--- src/rtl/popcount_pkg.sv ---
// Shared types and helpers for the popcount accumulator.
package popcount_pkg;

  typedef enum logic {
    ACCUM = 1'b0,
    HOLD  = 1'b1
  } state_t;

  // Bits needed to represent a count of 0..n.
  function automatic int count_w(input int n);
    return $clog2(n + 1);
  endfunction

endpackage

--- src/rtl/popcount_accum_tree.sv ---
// Combinational population count of an N-bit vector; module name popcount_tree.
module popcount_tree
  import popcount_pkg::*;
#(
  parameter  int N  = 16,
  localparam int CW = count_w(N)
) (
  input  logic [N-1:0]  data,
  output logic [CW-1:0] count
);

  always_comb begin
    count = '0;
    for (int i = 0; i < N; i++) begin
      count = count + CW'(data[i]);
    end
  end

endmodule

--- src/rtl/popcount_accum.sv ---
// Multi-beat saturating popcount accumulator with threshold fire flag.
// Define POPCOUNT_APPROX_EN to ignore the low APPROX_DROP input bits when counting.
//
// state | meaning
// ACCUM | accepting beats, summing popcounts into acc
// HOLD  | result presented on out_valid, waiting for out_ready
module popcount_accum
  import popcount_pkg::*;
#(
  parameter int          N           = 16,
  parameter int          ACC_W       = 8,
  parameter int unsigned THRESH      = 20,
  parameter int          APPROX_DROP = 2
) (
  input  logic             clk,
  input  logic             rst,
  input  logic             in_valid,
  output logic             in_ready,
  input  logic [N-1:0]     in_data,
  input  logic             in_last,
  output logic             out_valid,
  input  logic             out_ready,
  output logic [ACC_W-1:0] out_sum,
  output logic             out_fire,
  output logic             out_sat
);

  localparam int CW = count_w(N);

`ifdef POPCOUNT_APPROX_EN
  localparam bit APPROX_EN = 1'b1;
`else
  localparam bit APPROX_EN = 1'b0;
`endif

  localparam int          DROP = APPROX_EN ? APPROX_DROP : 0;
  localparam logic [N-1:0] MASK = ~((N'(1) << DROP) - N'(1));

  state_t           state;
  logic [ACC_W-1:0] acc;
  logic             sat_flag;

  logic [N-1:0]     masked;
  logic [CW-1:0]    pc;
  logic [ACC_W:0]   sum_full;
  logic             overflow;
  logic [ACC_W-1:0] sum_sat;
  logic             accept;

  assign masked = in_data & MASK;

  popcount_tree #(.N(N)) u_tree (
    .data  (masked),
    .count (pc)
  );

  // One extra bit is enough: acc and pc are each below 2^ACC_W.
  assign sum_full = {1'b0, acc} + (ACC_W + 1)'(pc);
  assign overflow = sum_full[ACC_W];
  assign sum_sat  = overflow ? '1 : sum_full[ACC_W-1:0];

  assign in_ready  = (state == ACCUM);
  assign out_valid = (state == HOLD);
  assign accept    = in_valid && in_ready;
  assign out_fire  = (32'(out_sum) >= 32'(THRESH));

  always_ff @(posedge clk) begin
    if (rst) begin
      state    <= ACCUM;
      acc      <= '0;
      sat_flag <= 1'b0;
      out_sum  <= '0;
      out_sat  <= 1'b0;
    end else begin
      case (state)
        ACCUM: begin
          if (accept) begin
            if (in_last) begin
              out_sum  <= sum_sat;
              out_sat  <= sat_flag | overflow;
              acc      <= '0;
              sat_flag <= 1'b0;
              state    <= HOLD;
            end else begin
              acc      <= sum_sat;
              sat_flag <= sat_flag | overflow;
            end
          end
        end
        HOLD: begin
          if (out_ready) state <= ACCUM;
        end
        default: state <= ACCUM;
      endcase
    end
  end

endmodule

--- config.mk ---
export PLATFORM = sky130hd
export DESIGN_NAME = popcount_accum
export DESIGN_NICKNAME = d
export VERILOG_FILES = /design/src/rtl/popcount_pkg.sv /design/src/rtl/popcount_accum_tree.sv /design/src/rtl/popcount_accum.sv
export SDC_FILE = /design/constraint.sdc
export NUM_CORES = 1
export LEC_CHECK = 0
export CORE_MARGIN = 3
export CORE_UTILIZATION = 49
export DETAILED_ROUTE_END_ITERATION = 8
export PLACE_DENSITY_LB_ADDON = 0.3
export SLEW_MARGIN = 20
export SYNTH_ARGS = -nofsm -noshare
export SYNTH_HDL_FRONTEND = slang
export SYNTH_SLANG_ARGS = --single-unit
--- constraint.sdc ---
create_clock -name clk -period 6.3 [get_ports clk]
set_input_delay 1.26 -clock clk [delete_from_list [all_inputs] [get_ports clk]]
set_output_delay 1.26 -clock clk [all_outputs]
set_load 0.03 [all_outputs]
==> results.cfg <==
[floorplanning]
ios = 33
rows = 18
die_h_um = 59.2
core-area_um2 = 2590
die_x_um = 59.2
die_area_um2 = 3500
start_util_pct = 53.5

[yosys]
avgSynthCellArea_um2 = 8.94
synthesis.nets = 197
yosys.area_share.simple_pct = 13.0
yosysWarnings = 0
synth_seq_area_share_pct = 27.5
synth-seq-cells = 19
ys_types = 33
synth_xor_area_share_pct = 3.16
synthMuxAreaShare_pct = 0
synthAdderAreaFrac_pct = 24.9
synth_top_family_by_area = adder cells
synth_compound_area_share_pct = 22.5
synth_area_um2 = 1390
synthCells = 155

[sta]
setup_tns_ns = 0
finalSetupViolCount = 0
slew_viol_final = 0
period_share_pct = 96.3
holdWs_ns = 0.456
tightest_slew_ns = 0.826
setup_slack_ns = 0.232
hold_viol = 0
clock.fmax_ghz = 0.165
max_slew_margin_pct = 44.9
period_minus_slack_ns = 6.07
rsz0062_at_grt = no
skew_ns = 0.00315

[clock_network]
cts.htree.levels = 1
clk_pin_slew_ns = 0.11
post_cts_buffers = 0
cts_root_buf = clkbuf_4
tritoncts = yes
clockBufferDepth = 2
cts_sinks = 19
clkLatencyLatePin_ns = 0.29
cts_buffers = 3

[power]
power.internal_mw = 0.356
combPwrFrac_pct = 64.5
pwr-share-clk_pct = 10.3
peakVddDrop_v = 0.000259
switchingPower_mw = 0.239
power_density_nw_per_um2 = 332
p_leak_nw = 0.798
finalPower_mw = 0.595
switching_share_pct = 40.2
seqPwrFrac_pct = 25.2

[placed_design]
dp.cells = 219
io_buffer_count = 32
dp_slack_ns = -0.135
dp_hpwl_mm = 2.46
gp_congestion = 0.790

[drt]
drc = 0
vias = 1179
drt-wirelength-per-cell_um = 13.0
vias_per_cell = 5.29
detail-route-antenna-nets = 0
dr.pass1.iters = 4
drt_iter0_markers = 56
routed_wl_mm = 2.90

[global_routing]
grt_pass1_wl_mm = 5.10
grt_use_total_pct = 18.9
grt_max_degree = 12
grt_pass1_vias = 1145
overflow = 0
antenna_found_initial = 0

[flow_run]
drv_cap = 0

[final_layout]
finalNetCount = 236
drive_above_1_share_pct = 7.77
fin_cells = 223
fillers = 208
n_antenna_cell = 0
synthToLayoutAreaGrowth_pct = 29.4

[setup_path]
endpoint_kind = flop
critPathArrivalTime_ns = 6.26
cp_max_fo = 10
required_ns = 6.49
startpoint_type = primary input
worstSetupPathType = in -> reg

[hold_path]
hp-class = reg -> reg

[outcome]
status = complete, no violations
Yosys cell counts (all sizes together):
master / number / area [µm²]
inv: 32 / 120
dfxtp: 19 / 380
a21oi: 12 / 60.1
o21ai: 12 / 71.3
fa: 11 / 220
ha: 10 / 125
nand2: 9 / 33.8
a21o: 6 / 46.3
nand3: 6 / 30.0
nor2: 6 / 30.0
nor2b: 4 / 25.0
o21a: 4 / 30.0
nor3: 3 / 20.0
xor2: 3 / 26.3
a221oi: 2 / 35.0
a31o: 2 / 17.5
and3: 2 / 12.5
o31ai: 2 / 15.0
xnor2: 2 / 17.5
a22oi: 1 / 7.51
a32o: 1 / 10.0
and2: 1 / 6.26
and2b: 1 / 7.51
clkbuf: 1 / 3.75
nor4b: 1 / 15.0
o2111ai: 1 / 8.76
o31a: 1 / 10.0
worst paths after layout:
path / from / endpoint / slack [ns] / cells past startpoint
setup / recovery: in_data[0] / acc[1] / 0.23 / 16
hold / removal: out_sat / out_sat / 0.46 / 2
setup reg to reg: acc[0] / acc[5] / 4.32 / 8
hold reg to reg: out_sat / out_sat / 0.46 / 2
state kept, by name, indices dropped and copies added, names as in the netlist:
register,flops
acc,8
out_valid,1
sat_flag,1
out_sum,8
out_sat,1
cells by family (layout without fill, tap and decap cells):
| group | count (synthesis) | in the layout |
|---|---|---|
| buffers and inverters | 33 | 71 |
| DFF | 19 | 19 |
| adders and majority gates | 21 | 21 |
| and+or+nand+nor | 33 | 33 |
| xor gates and xnor gates | 5 | 5 |
| AOI/OAI and AO/OA | 44 | 44 |
per-stage QoR:
step           cell area [µm²]  utilization [%]
2_1_floorplan             1390                -
6_report                  1790             69.2
5_1_grt                   1790             69.2
3_3_place_gp              1760             68.0
3_5_place_dp              1760             68.0
4_1_cts                   1790             69.0
critical path, cell delays in order:
cell	delay (ns)
clkdlybuf4s50_1	0.41
ha_1	0.29
inv_1	0.08
fa_1	0.44
fa_1	0.49
fa_1	0.53
fa_1	0.43
fa_2	0.37
fa_1	0.40
xnor2_1	0.15
ha_1	0.31
nor2b_1	0.16
o31a_2	0.35
o21ai_4	0.29
a21oi_1	0.11
a31o_1	0.19
what timing repair did:
| item | in CTS | in global routing |
|---|---|---|
| resized for setup | 0 | 2 |
| setup endpoints to repair | 0 | 3 |
| hold buffers | 0 | 0 |
per-layer routing:
layer	vias up	wire, µm	GRT usage, %
met1	551	1250	24.6
met5	-	0	0
met4	0	30	6.47
met3	2	114	2.18
met2	31	1510	32.3
li1	595	-	-
power groups by stage:
stage | sequential, mW | clock, mW | combinational [mW]
global placement | 0.152 | 0 | 0.361
finish | 0.150 | 0.0613 | 0.384
CTS | 0.150 | 0.0619 | 0.377
global route | 0.153 | 0.0692 | 0.435
floorplan | 0.169 | 0 | 0.245
detailed placement | 0.153 | 0 | 0.371
final cells by class:
type | count | area [µm²] | share of cell area [%]
multi-input cells | 103 | 886 | 49.4
flip-flops and latches | 19 | 380 | 21.2
repair buffers | 35 | 343 | 19.1
inverters | 32 | 120 | 6.70
well taps | 30 | 37.5 | 2.09
clock buffers | 4 | 26.3 | 1.47
cell usage in the layout (no fill, tap or decap), types with 2 or more instances in the layout:
cell	synthesis	routed
o21a_1	4	4
nand3_1	6	6
o21ai_1	9	9
inv_1	32	32
buf_4	0	3
fa_1	11	10
xnor2_1	2	2
a21o_1	5	5
nor2b_1	4	4
xor2_1	3	3
and3_1	2	2
a21oi_1	12	12
clkdlybuf4s50_1	0	32
nand2_1	9	9
o21ai_0	2	2
dfxtp_1	19	19
ha_1	10	10
nor3_1	2	2
clkbuf_4	0	3
a31o_1	2	2
o31ai_1	2	2
nor2_1	5	5
Note: power is estimated with default switching activity, not from simulation.
